<file path="config.mk">
export PLATFORM = sky130hd
export DESIGN_NAME = bcd_stopwatch_timer
export DESIGN_NICKNAME = d
export VERILOG_FILES = /design/src/rtl/bcd_stopwatch_timer.sv
export SDC_FILE = /design/constraint.sdc
export NUM_CORES = 1
export LEC_CHECK = 0
export BUFFER_PORTS_ARGS = -buffer_cell sky130_fd_sc_hd__buf_2
export CORE_MARGIN = 5
export CORE_UTILIZATION = 38
export CTS_CLUSTER_DIAMETER = 100
export DETAILED_ROUTE_END_ITERATION = 10
export SKIP_LAST_GASP = 1
export SLEW_MARGIN = 10
export SYNTH_ARGS = -nofsm -noshare
export SYNTH_HDL_FRONTEND = slang
export SYNTH_SLANG_ARGS = --single-unit
</file>
<file path="constraint.sdc">
create_clock -name clk -period 3.59 [get_ports clk]
set_clock_uncertainty 0.05 [all_clocks]
set_input_delay 0.5385 -clock clk [delete_from_list [all_inputs] [get_ports clk]]
set_output_delay 0.5385 -clock clk [all_outputs]
set_load 0.01 [all_outputs]
</file>
<file path="src/rtl/bcd_stopwatch_timer.sv">
// Prescaled N-digit BCD up/down stopwatch/countdown timer with preset load, lap capture and a done state.
// Registered outputs; done/running decode directly from the state register.
module bcd_stopwatch_timer #(
  parameter int CLOCK_CYCLES = 50_000_000,
  parameter int DIGITS       = 4
) (
  input  logic                clk,
  input  logic                rst,
  input  logic                start,
  input  logic                pause,
  input  logic                clear,
  input  logic                load,
  input  logic [4*DIGITS-1:0] preset,
  input  logic                down,
  input  logic                lap,
  output logic                tick,
  output logic [4*DIGITS-1:0] count,
  output logic [4*DIGITS-1:0] lap_value,
  output logic                done,
  output logic                running
);

  localparam int PW = (CLOCK_CYCLES > 1) ? $clog2(CLOCK_CYCLES) : 1;
  localparam logic [PW-1:0] PS_LAST = PW'(CLOCK_CYCLES - 1);
  localparam int W = 4 * DIGITS;

  typedef enum logic [1:0] {
    IDLE  = 2'd0,
    RUN   = 2'd1,
    PAUSE = 2'd2,
    DONE  = 2'd3
  } state_t;

  state_t        state, state_n;
  logic [PW-1:0] prescaler, prescaler_n;
  logic [W-1:0]  count_n, lap_n;
  logic          tick_n;
  logic [W-1:0]  count_inc, count_dec;
  logic          period_end;

  function automatic logic [W-1:0] bcd_inc(input logic [W-1:0] v);
    logic [W-1:0] r;
    logic         carry;
    r     = v;
    carry = 1'b1;
    for (int i = 0; i < DIGITS; i++) begin
      if (carry) begin
        if (v[4*i +: 4] >= 4'd9) begin
          r[4*i +: 4] = 4'd0;
        end else begin
          r[4*i +: 4] = v[4*i +: 4] + 4'd1;
          carry       = 1'b0;
        end
      end
    end
    return r;
  endfunction

  function automatic logic [W-1:0] bcd_dec(input logic [W-1:0] v);
    logic [W-1:0] r;
    logic         borrow;
    r      = v;
    borrow = 1'b1;
    for (int i = 0; i < DIGITS; i++) begin
      if (borrow) begin
        if (v[4*i +: 4] == 4'd0) begin
          r[4*i +: 4] = 4'd9;
        end else begin
          r[4*i +: 4] = v[4*i +: 4] - 4'd1;
          borrow      = 1'b0;
        end
      end
    end
    return r;
  endfunction

  function automatic logic [W-1:0] bcd_clamp(input logic [W-1:0] v);
    logic [W-1:0] r;
    r = v;
    for (int i = 0; i < DIGITS; i++) begin
      if (v[4*i +: 4] > 4'd9) r[4*i +: 4] = 4'd9;
    end
    return r;
  endfunction

  assign count_inc  = bcd_inc(count);
  assign count_dec  = bcd_dec(count);
  assign period_end = (prescaler == PS_LAST);

  always_ff @(posedge clk or posedge rst) begin
    if (rst) begin
      state     <= IDLE;
      prescaler <= '0;
      count     <= '0;
      lap_value <= '0;
      tick      <= 1'b0;
    end else begin
      state     <= state_n;
      prescaler <= prescaler_n;
      count     <= count_n;
      lap_value <= lap_n;
      tick      <= tick_n;
    end
  end

  always_comb begin
    state_n     = state;
    prescaler_n = prescaler;
    count_n     = count;
    lap_n       = lap_value;
    tick_n      = 1'b0;

    if (clear) begin
      state_n     = IDLE;
      prescaler_n = '0;
      count_n     = '0;
    end else if (load && (state != RUN)) begin
      count_n = bcd_clamp(preset);
      if (state == DONE) state_n = IDLE;
    end else begin
      case (state)
        IDLE: begin
          prescaler_n = '0;
          if (start && !pause) state_n = RUN;
        end
        RUN: begin
          if (down && (count == '0)) begin
            // Countdown started from zero: finish without stepping.
            state_n     = DONE;
            prescaler_n = '0;
          end else begin
            if (period_end) begin
              prescaler_n = '0;
              tick_n      = 1'b1;
              count_n     = down ? count_dec : count_inc;
            end else begin
              prescaler_n = prescaler + 1'b1;
            end
            if (start && pause) begin
              state_n = PAUSE;
            end else if (!start && !pause) begin
              state_n     = IDLE;
              prescaler_n = '0;
            end
            if (period_end && down && (count_dec == '0)) begin
              state_n     = DONE;
              prescaler_n = '0;
            end
          end
        end
        PAUSE: begin
          if (start && !pause) begin
            state_n = RUN;
          end else if (!start && !pause) begin
            state_n     = IDLE;
            prescaler_n = '0;
          end
        end
        DONE: begin
          count_n     = '0;
          prescaler_n = '0;
          if (!start && !pause) state_n = IDLE;
        end
        default: state_n = IDLE;
      endcase
    end

    // Lap sees the pre-step count because it samples the current register.
    if (!clear && lap && ((state == RUN) || (state == PAUSE))) lap_n = count;
  end

  assign done    = (state == DONE);
  assign running = (state == RUN);

endmodule

</file>
==> reports/metrics.cfg <==
[outcome]
status = complete, no violations

[sta]
rsz0062_at_grt = no
setup_viol = 0
finalSetupTns_ps = 0
holdWs_ps = 316
worst_pin_slew_ps = 844
post-route-min-period_ps = 3390
hold_viol = 0
max_slew_margin = 0.436
timing.final.crit_share = 0.944
clock.fmax_ghz = 0.295
slew_viol_final = 0

[finish]
num_antenna_cells = 0
nFillCells = 1087
fin_nets = 592
layout-drive-gt1-share = 0.181
area_growth_pct = 15.6
fin_util = 0.445
fin_area_mm2 = 0.00478
seq_area_mm2 = 0.00153
multiInputGateArea_mm2 = 0.00241

[grt]
grt_pass1_wl_um = 18400
antenna_found_initial = 0
grt_pass1_vias = 3657
overflow = 0
grtUsageTotal = 0.175
grt_max_degree = 39

[cts]
root_buffer = clkbuf_8
clk_latency_ps = 340
clock_path_buffers = 2
numCtsBuffers = 9
cts_tree = done
postCtsHoldBufs = 0
path_clk_slew_ps = 80
clkSinkCount = 61
post-cts-setup-buffers = 0
htreeDepth = 3
ctsResizeCount = 0

[synth]
syn_area_mm2 = 0.00414
synth_largest_area_cell = dfrtp_1
synth_common_cells = 61 x dfrtp_1, 56 x nand2_1, 50 x nor2_1, 49 x o21ai_0, 30 x a21oi_1
synth_flop_cell = dfrtp_1
yosys-top-cells-area = dfrtp_1 37%, ha_1 6.0%, o21ai_0 5.9%
synth.top_cell.area_share = 0.369
synth.avg_cell_area_um2 = 8.39
yosysMostFrequentCell = dfrtp_1
async_reset_ff_frac = 1.00
synth.distinct_cells = 64
syn_inst = 493
synth_warnings = 0
syn_nets = 537
synth_seq_area_share = 0.369
ys_ff_latch = 61
synth_edf_count = 0

[die]
start_util = 0.385
rows = 38
dieWidth_um = 114
die_area_mm2 = 0.0131
pin_count = 59
core_mm2 = 0.0107
die_h_um = 114

[setup_path]
slowest_delay_ps = 580
required_ps = 3820
cp_cell_sequence = inv_1 > ha_1 > or3b_1 > nor3_1 > mux2i_1 > o2111ai_1 > or4_1 > nand4b_1 > a32o_2
endpoint_kind = flip-flop
start_kind = flip-flop
worstPathArrival_ps = 3620
path_class = flip-flop to flip-flop
path_max_fanout = 11
slowest_stage = or4_1

[worst_hold_path]
min_path_type = input pin to async pin

[placed_design]
placed_cell_area_mm2 = 0.00454
dp_hpwl_um = 7980
portBuffers = 58
gp_congestion = 0.903

[power_and_ir_drop]
p_leak_nw = 2.12
power_mw = 2.39
worst_ir_drop_vdd_mv = 0.257
p_per_area_mw_per_mm2 = 500

[drt]
drt_iter0_markers = 336
wire_per_inst_um = 16.2
routed_via_density = 5.59
drc = 0
first_pass_iters = 5
wirelength_um = 11200
ant_nets = 0
vias = 3871

[job]
max-cap-violations = 0

==> critical path: cells and delay by family (launching register included) <==
family / cells / cell delay (ps)
buffers and inverters: 1 / 160
muxes: 1 / 350
adders and majority gates: 1 / 360
and+or+nand+nor: 4 / 1610
DFF: 1 / 490
AOI/OAI and AO/OA: 2 / 290
==> layout by cell type, fill, tap and decap left out, types with 8 or more instances in the layout <==
cell	n
nand2_1	56
nand3_1	24
inv_1	22
ha_1	20
nand4_1	8
nor2_1	50
clkbuf_8	10
buf_2	58
a21oi_1	30
dfrtp_1	61
mux2_2	9
xor2_1	17
nor3_1	11
o21ai_0	49
==> layer usage <==
metal  GRT usage  share of wire  vias up
li1            -              -     1881
met4      0.0625          0.026        0
met5           0              0        -
met3      0.0428          0.065       20
met1       0.225           0.44     1833
met2       0.286           0.47      137
==> area by class of cell <==
type / count / area share
inverter: 23 / 0.0180
timing repair buffer: 65 / 0.0717
multi-input combinational: 388 / 0.503
sequential: 61 / 0.319
clock buffer: 11 / 0.0296
tap: 140 / 0.0366
clock inverter: 5 / 0.0222
==> flip-flops by register name, indices dropped and copies added (netlist names) <==
| signal | flops |
|---|---|
| count | 16 |
| state | 2 |
| lap_value | 16 |
| prescaler | 26 |
| tick | 1 |
==> stage by stage <==
step | setup WS (ps) | std cells
6_report | 202 | 693
4_1_cts | 273 | 693
3_5_place_dp | 290 | 677
2_1_floorplan | 698 | 493
5_1_grt | 52.9 | 693
3_3_place_gp | 499 | 677
==> final timing paths <==
check | startpoint | endpoint | slack (ps) | cells past startpoint
min in group clk | preset[11] | count[11]$_DFFE_PP0P_ | 420 | 3
max | count[0]$_DFFE_PP0P_ | state[0]$_DFFE_PP0P_ | 200 | 9
max in group asynchronous | rst | prescaler[20]$_DFFE_PP0P_ | 2330 | 3
min reg2reg | lap_value[12]$_DFFE_PP0P_ | lap_value[12]$_DFFE_PP0P_ | 430 | 2
min | rst | count[0]$_DFFE_PP0P_ | 320 | 2
max reg2reg | count[0]$_DFFE_PP0P_ | state[0]$_DFFE_PP0P_ | 200 | 9
==> logic make-up (layout without fill, tap and decap cells) <==
family / Yosys count / after routing / synth area share
buffers and inverters: 44 / 104 / 0.0496
AO/OA/AOI/OAI: 138 / 138 / 0.206
multiplexers: 12 / 12 / 0.0318
flip-flops: 61 / 61 / 0.369
AND/OR/NAND/NOR: 194 / 194 / 0.232
XOR/XNOR: 24 / 24 / 0.0508
adder cells (fa/ha/maj): 20 / 20 / 0.0605
==> report_power, final <==
part,internal [mW],switching (mW)
combinational,0.289,0.416
clock,0.483,0.299
sequential,0.782,0.125
total,1.55,0.840
No activity file was read; power rests on OpenSTA's default activity.
